--- config.mk ---
export PLATFORM = sky130hd
export DESIGN_NAME = mult_seq_controller_flat
export DESIGN_NICKNAME = d
export VERILOG_FILES = /design/src/rtl/mult_seq_controller_if.sv /design/src/rtl/mult_seq_controller.sv /design/src/flat_wrapper.sv
export SDC_FILE = /design/constraint.sdc
export NUM_CORES = 1
export LEC_CHECK = 0
export BUFFER_PORTS_ARGS = -buffer_cell sky130_fd_sc_hd__buf_2
export CAP_MARGIN = 0
export CELL_PAD_IN_SITES_DETAIL_PLACEMENT = 1
export CELL_PAD_IN_SITES_GLOBAL_PLACEMENT = 2
export CORE_MARGIN = 1.5
export CORE_UTILIZATION = 26
export DETAILED_ROUTE_END_ITERATION = 10
export PLACE_DENSITY_LB_ADDON = 0.1
export SYNTH_ARGS = -nofsm -noshare
export SYNTH_HDL_FRONTEND = slang
export SYNTH_SLANG_ARGS = --single-unit
export TNS_END_PERCENT = 5
--- constraint.sdc ---
create_clock -name clk -period 1.94 [get_ports clk]
set_input_delay 0.291 -clock clk [delete_from_list [all_inputs] [get_ports clk]]
set_output_delay 0.291 -clock clk [all_outputs]
set_load 0.03 [all_outputs]
--- src/rtl/mult_seq_controller_if.sv ---
// Handshake and datapath-control bundle for the sequential multiplier controller.
// The master side is the controller: it issues datapath strobes and status.
// The slave side is the requester, consumer and datapath that surround it.
interface mult_seq_controller_if #(
  parameter int WIDTH = 16
);
  localparam int CW = $clog2(WIDTH);

  // Start request from the requester (operands already on datapath inputs)
  logic          start_valid;
  logic          start_ready;

  // Feedback from the datapath
  logic          multiplier_lsb;
  logic          count_check;

  // Datapath control strobes
  logic          load_words;
  logic          add_shift;
  logic          shift;
  logic          ready;

  // Completion handshake towards the consumer
  logic          done_valid;
  logic          done_ready;

  // Status
  logic          busy;
  logic [CW-1:0] iter_cnt;
  logic          protocol_err;

  modport master (
    input  start_valid,
    input  multiplier_lsb,
    input  count_check,
    input  done_ready,
    output start_ready,
    output load_words,
    output add_shift,
    output shift,
    output ready,
    output done_valid,
    output busy,
    output iter_cnt,
    output protocol_err
  );

  modport slave (
    output start_valid,
    output multiplier_lsb,
    output count_check,
    output done_ready,
    input  start_ready,
    input  load_words,
    input  add_shift,
    input  shift,
    input  ready,
    input  done_valid,
    input  busy,
    input  iter_cnt,
    input  protocol_err
  );
endinterface

--- src/rtl/mult_seq_controller.sv ---
// Control FSM for a WIDTH x WIDTH shift-and-add sequential multiplier.
// IDLE accepts a start, LOAD strobes the operands in, ITER issues one
// add_shift/shift per multiplier bit, DONE holds the product valid until the
// consumer takes it. The datapath's own terminal-count flag is cross-checked
// against the local iteration counter; any disagreement raises a sticky
// protocol_err that is cleared when the next operation loads.
module mult_seq_controller #(
  parameter int WIDTH = 16,
  parameter int CW    = $clog2(WIDTH)
) (
  input  logic                    clk,
  input  logic                    reset,
  mult_seq_controller_if.master   bus
);

  typedef enum logic [1:0] {
    IDLE = 2'd0,
    LOAD = 2'd1,
    ITER = 2'd2,
    DONE = 2'd3
  } state_e;

  localparam logic [CW-1:0] LAST_ITER = CW'(WIDTH - 1);

  state_e        state_q, state_d;
  logic [CW-1:0] iter_cnt_q, iter_cnt_d;
  logic          protocol_err_q, protocol_err_d;

  logic          last_iter;

  // Control outputs, decoded from state (plus multiplier_lsb during ITER)
  logic          start_ready_o;
  logic          load_words_o;
  logic          add_shift_o;
  logic          shift_o;
  logic          ready_o;
  logic          done_valid_o;
  logic          busy_o;

  assign last_iter = (iter_cnt_q == LAST_ITER);

  // State, iteration counter and sticky error register
  // NOTE: reset is asynchronous so an abort lands immediately, even mid-sequence;
  // every sequential assignment is non-blocking so all registers update together.
  always_ff @(posedge clk or posedge reset) begin
    if (reset) begin
      state_q        <= IDLE;
      iter_cnt_q     <= '0;
      protocol_err_q <= 1'b0;
    end else begin
      state_q        <= state_d;
      iter_cnt_q     <= iter_cnt_d;
      protocol_err_q <= protocol_err_d;
    end
  end

  // Next-state, counter/error update and output decode
  // NOTE: every signal written here gets a default first, so no path can infer a latch.
  always_comb begin
    state_d        = state_q;
    iter_cnt_d     = iter_cnt_q;
    protocol_err_d = protocol_err_q;

    start_ready_o  = 1'b0;
    load_words_o   = 1'b0;
    add_shift_o    = 1'b0;
    shift_o        = 1'b0;
    ready_o        = 1'b0;
    done_valid_o   = 1'b0;
    busy_o         = 1'b0;

    unique case (state_q)
      IDLE: begin
        start_ready_o = 1'b1;
        if (bus.start_valid) begin
          state_d = LOAD;
        end
      end

      LOAD: begin
        load_words_o   = 1'b1;
        busy_o         = 1'b1;
        // Fresh operation: restart the count and forget any earlier error
        iter_cnt_d     = '0;
        protocol_err_d = 1'b0;
        state_d        = ITER;
      end

      ITER: begin
        busy_o      = 1'b1;
        add_shift_o = bus.multiplier_lsb;
        shift_o     = ~bus.multiplier_lsb;
        if (last_iter) begin
          // Datapath must agree that this is the terminal iteration
          if (!bus.count_check) begin
            protocol_err_d = 1'b1;
          end
          state_d = DONE;
        end else begin
          // Terminal flag before the last iteration is an error, but the
          // sequence still runs its full length
          if (bus.count_check) begin
            protocol_err_d = 1'b1;
          end
          iter_cnt_d = iter_cnt_q + CW'(1);
        end
      end

      DONE: begin
        done_valid_o = 1'b1;
        ready_o      = 1'b1;
        if (bus.done_ready) begin
          state_d = IDLE;
        end
      end

      default: begin
        state_d = IDLE;
      end
    endcase
  end

  assign bus.start_ready  = start_ready_o;
  assign bus.load_words   = load_words_o;
  assign bus.add_shift    = add_shift_o;
  assign bus.shift        = shift_o;
  assign bus.ready        = ready_o;
  assign bus.done_valid   = done_valid_o;
  assign bus.busy         = busy_o;
  assign bus.iter_cnt     = iter_cnt_q;
  assign bus.protocol_err = protocol_err_q;

  // Datapath strobes never overlap
  assert property (@(posedge clk) disable iff (reset)
    $onehot0({load_words_o, add_shift_o, shift_o}));

endmodule

--- src/flat_wrapper.sv ---
// flat-port wrapper written by rule: the top's interface ports become plain ports
module mult_seq_controller_flat 
#(
  parameter int WIDTH = 16,
  parameter int CW    = $clog2(WIDTH)
)
  (clk, reset, bus_start_valid, bus_multiplier_lsb, bus_count_check, bus_done_ready, bus_start_ready, bus_load_words, bus_add_shift, bus_shift, bus_ready, bus_done_valid, bus_busy, bus_iter_cnt, bus_protocol_err);
  mult_seq_controller_if #(.WIDTH(WIDTH)) bus_i ();
  input  logic clk;
  input  logic reset;
  input wire logic [$bits(bus_i.start_valid)-1:0] bus_start_valid;
  input wire logic [$bits(bus_i.multiplier_lsb)-1:0] bus_multiplier_lsb;
  input wire logic [$bits(bus_i.count_check)-1:0] bus_count_check;
  input wire logic [$bits(bus_i.done_ready)-1:0] bus_done_ready;
  output wire logic [$bits(bus_i.start_ready)-1:0] bus_start_ready;
  output wire logic [$bits(bus_i.load_words)-1:0] bus_load_words;
  output wire logic [$bits(bus_i.add_shift)-1:0] bus_add_shift;
  output wire logic [$bits(bus_i.shift)-1:0] bus_shift;
  output wire logic [$bits(bus_i.ready)-1:0] bus_ready;
  output wire logic [$bits(bus_i.done_valid)-1:0] bus_done_valid;
  output wire logic [$bits(bus_i.busy)-1:0] bus_busy;
  output wire logic [$bits(bus_i.iter_cnt)-1:0] bus_iter_cnt;
  output wire logic [$bits(bus_i.protocol_err)-1:0] bus_protocol_err;
  assign bus_i.start_valid = bus_start_valid;
  assign bus_i.multiplier_lsb = bus_multiplier_lsb;
  assign bus_i.count_check = bus_count_check;
  assign bus_i.done_ready = bus_done_ready;
  assign bus_start_ready = bus_i.start_ready;
  assign bus_load_words = bus_i.load_words;
  assign bus_add_shift = bus_i.add_shift;
  assign bus_shift = bus_i.shift;
  assign bus_ready = bus_i.ready;
  assign bus_done_valid = bus_i.done_valid;
  assign bus_busy = bus_i.busy;
  assign bus_iter_cnt = bus_i.iter_cnt;
  assign bus_protocol_err = bus_i.protocol_err;
  mult_seq_controller #(.WIDTH(WIDTH), .CW(CW)) u_core (.clk(clk), .reset(reset), .bus(bus_i));
endmodule
==> metrics.yaml <==
count_of_unique_library_cells_instantiated_by_yosys: 24
synth_simple_gate_area_share_pct: 19.6
cellLeakagePower_nw: 0.340
synth_top_family_by_area: "compound AO/OA/AOI/OAI gates"
flow.area_growth_from_synthesis_pct: 31.1
route.detailed.drc: 0
yosysWarningCount: 0
timing.setup.critical_path_class: "register to output pin"
synth_compound_gate_area_share_pct: 21.2
synthTopCellsByArea: "sky130_fd_sc_hd__dfrtp_1 (36%), sky130_fd_sc_hd__ha_1 (15%), sky130_fd_sc_hd__o21ai_0 (5.1%)"
cts_root_buf: "sky130_fd_sc_hd__clkbuf_4"
critPathRequiredTime_ps: 1650
core_area_um2: 1750
synth_commonest_cells: "sky130_fd_sc_hd__dfrtp_1 (7), sky130_fd_sc_hd__ha_1 (6), sky130_fd_sc_hd__inv_1 (6), sky130_fd_sc_hd__o21ai_0 (5), sky130_fd_sc_hd__nand3_1 (4)"
grt_max_degree: 9
synth-edff-count: 0
cts_tree: "yes"
cts-root-to-sink-buffers: 2
arrival_ps: 1470
floorplan.die_area_um2: 2160
synth-seq-cells: 7
synth_cells: 52
final_clock_period_utilization_by_the_worst_path_pct: 90.9
netlist.area_leader.share_pct: 35.7
yosys.area_share.xor_xnor_pct: 0
via_count_of_the_first_global_routing_pass: 393
wire_length_of_the_first_global_routing_pass_mm: 1.92
detail_route.vias_per_cell: 4.60
asyncSetResetFlopFracSynth_pct: 100
tritoncts.num_buffers: 3
worstPathCellList: "inv_1 -> ha_1 -> and2_2 -> buf_2"
worst_skew_pair.late_latency_ps: 250
floorplan.io_pins: 18
rsz0062_at_grt: "no"
setup_violations: 0
globalplace.congestion: 0.699
drive_gt1_share_pct: 36.5
worst_setup_hold_path_clk_slew_ps: 60
number_of_buffers_and_inverters_on_the_critical_path: 2
dr_total_vias: 455
port_buffers: 17
period_minus_slack_ps: 1760
maxCapViolations: 0
drtAntennaViolNets: 0
layout.filler_cells: 223
worst_path_max_delay_cell: "sky130_fd_sc_hd__dfrtp_1"
syn_nets: 64
number_of_instances_resized_during_post_cts_repair: 0
numClockSinks: 7
placement_rows: 15
synth_most_common_cell: "sky130_fd_sc_hd__dfrtp_1"
floorplan.die.width_um: 46.4
layout.nets: 87
critical_path.startpoint_type: "register"
dr.pass1.iters: 1
final-instance-count-excl-fill: 99
power.ir.vdd_worst_mv: 0.698
final-hold-violation-count: 0
result_of_the_run: "completed"
synth_seq_area_share_pct: 35.7
clock_skew_ps: 3.79
yosysTopAreaCell: "sky130_fd_sc_hd__dfrtp_1"
cp_slowest_stage_delay_ps: 410
synth.area.mux_share_pct: 2.04
power.density_cell_area_nw_per_um2: 1770
timing_max_transition_violations_final: 0
fmax_mhz: 567
post_drt_wl_per_cell_um: 12.2
synth_ff_type: "sky130_fd_sc_hd__dfrtp_1"
worstMarginPinSlew_ps: 287
avgSynthCellArea_um2: 9.43
slew_headroom_pct: 80.9
initialDrtViolationCount: 0
overflow: 0
antenna_found_initial: 0
worstHoldPathType: "primary input to register"
initial_cell_density_of_the_core_pct: 28.1
grtUsageTotal_pct: 13.4
htree_num_levels: 1
dieHeight_um: 46.4
postRouteWirelength_mm: 1.21
cp-end-kind: "output pin"
syn-cell-area_um2: 490
yosys.area_share.adder_pct: 15.3
timing.setup.tns_ps: 0
hpwlAfterDp_um: 998
antenna_cells: 0
critical_path.max_fanout: 6
top_delay_family_on_crit_path: "flip-flops"
placed_cells: 94
==> kinds of logic (layout without fill, tap and decap cells) <==
| logic type | after synthesis | in the layout |
|---|---|---|
| buffers and inverters | 7 | 29 |
| AOI/OAI and AO/OA | 15 | 15 |
| and+or+nand+nor | 16 | 16 |
| adders and majority gates | 6 | 6 |
| muxes | 1 | 1 |
| DFF | 7 | 7 |
==> state kept, by name (all words and copies together), names as in the netlist <==
register                 count
u_core.bus.iter_cnt          4
u_core.state_q               2
u_core.bus.protocol_err      1
==> area by class of cell <==
type | instances | area (um^2) | share of cell area (%)
inverters | 6 | 22.5 | 3.50
clock buffers | 4 | 26.3 | 4.09
repair buffers | 19 | 103 | 16.0
flip-flops and latches | 7 | 175 | 27.2
well taps | 25 | 31.3 | 4.86
multi-input cells | 38 | 285 | 44.4
==> metal layers <==
metal  vias to the layer above  routed length, um  GRT usage [%]
li1                        227                  -              -
met1                       209                619           18.5
met2                        15                494           16.9
met3                         4                 63           3.92
met4                         0                 27           10.3
met5                         -                  0              0
==> through the flow <==
stage                     area, um^2  power [mW]  hold slack (ps)  util (%)  worst slack (ps)
final                            643        1.14              374      36.8               176
after global routing             643        1.25              380      36.8              84.9
after CTS                        643        1.17              364      36.8               163
after detailed placement         607        1.02              246      34.8               366
after global placement           607        1.02              245      34.8               402
after floorplan                  490       0.841             94.4         -               394
==> worst reg2reg max path: stages, from the launching register on <==
cell                      delay (ps)
sky130_fd_sc_hd__dfrtp_1         410
sky130_fd_sc_hd__inv_1           110
sky130_fd_sc_hd__ha_1            310
sky130_fd_sc_hd__nor2_2          120
sky130_fd_sc_hd__or4_1           480
sky130_fd_sc_hd__nand3_1          90
==> power by group <==
group / switching [mW] / internal, mW / leakage [nW]
Clock: 0.0574 / 0.0787 / 0.0150
Combinational: 0.484 / 0.271 / 0.234
Sequential: 0.0493 / 0.200 / 0.0909
==> final timing paths <==
| path | start | end | slack [ps] | depth (start not counted) |
|---|---|---|---|---|
| max | u_core.state_q[0] | bus_add_shift | 180 | 4 |
| min | bus_count_check | u_core.bus.protocol_err | 370 | 3 |
| max reg2reg | u_core.state_q[0] | u_core.bus.iter_cnt[3] | 360 | 5 |
| min reg2reg | u_core.bus.protocol_err | u_core.bus.protocol_err | 540 | 1 |
| max in group asynchronous | reset | u_core.bus.iter_cnt[3] | 1220 | 3 |
| min in group asynchronous | reset | u_core.state_q[1] | 500 | 3 |
==> what timing repair did <==
action                                 in CTS  in global routing
buffers inserted                            0                  0
hold buffers                                1                  0
endpoints found under the hold margin       7                  0
==> placed cells by master, fill, tap and decap left out, types with 2 or more instances in the layout <==
master	n
sky130_fd_sc_hd__o21ai_0	5
sky130_fd_sc_hd__nor2_1	2
sky130_fd_sc_hd__a2bb2oi_1	2
sky130_fd_sc_hd__buf_2	17
sky130_fd_sc_hd__ha_1	6
sky130_fd_sc_hd__dfrtp_1	7
sky130_fd_sc_hd__nand3_1	4
sky130_fd_sc_hd__clkbuf_4	3
sky130_fd_sc_hd__a21oi_1	3
sky130_fd_sc_hd__nand2b_1	2
sky130_fd_sc_hd__inv_1	6
Power figures use the tool's default switching activity.
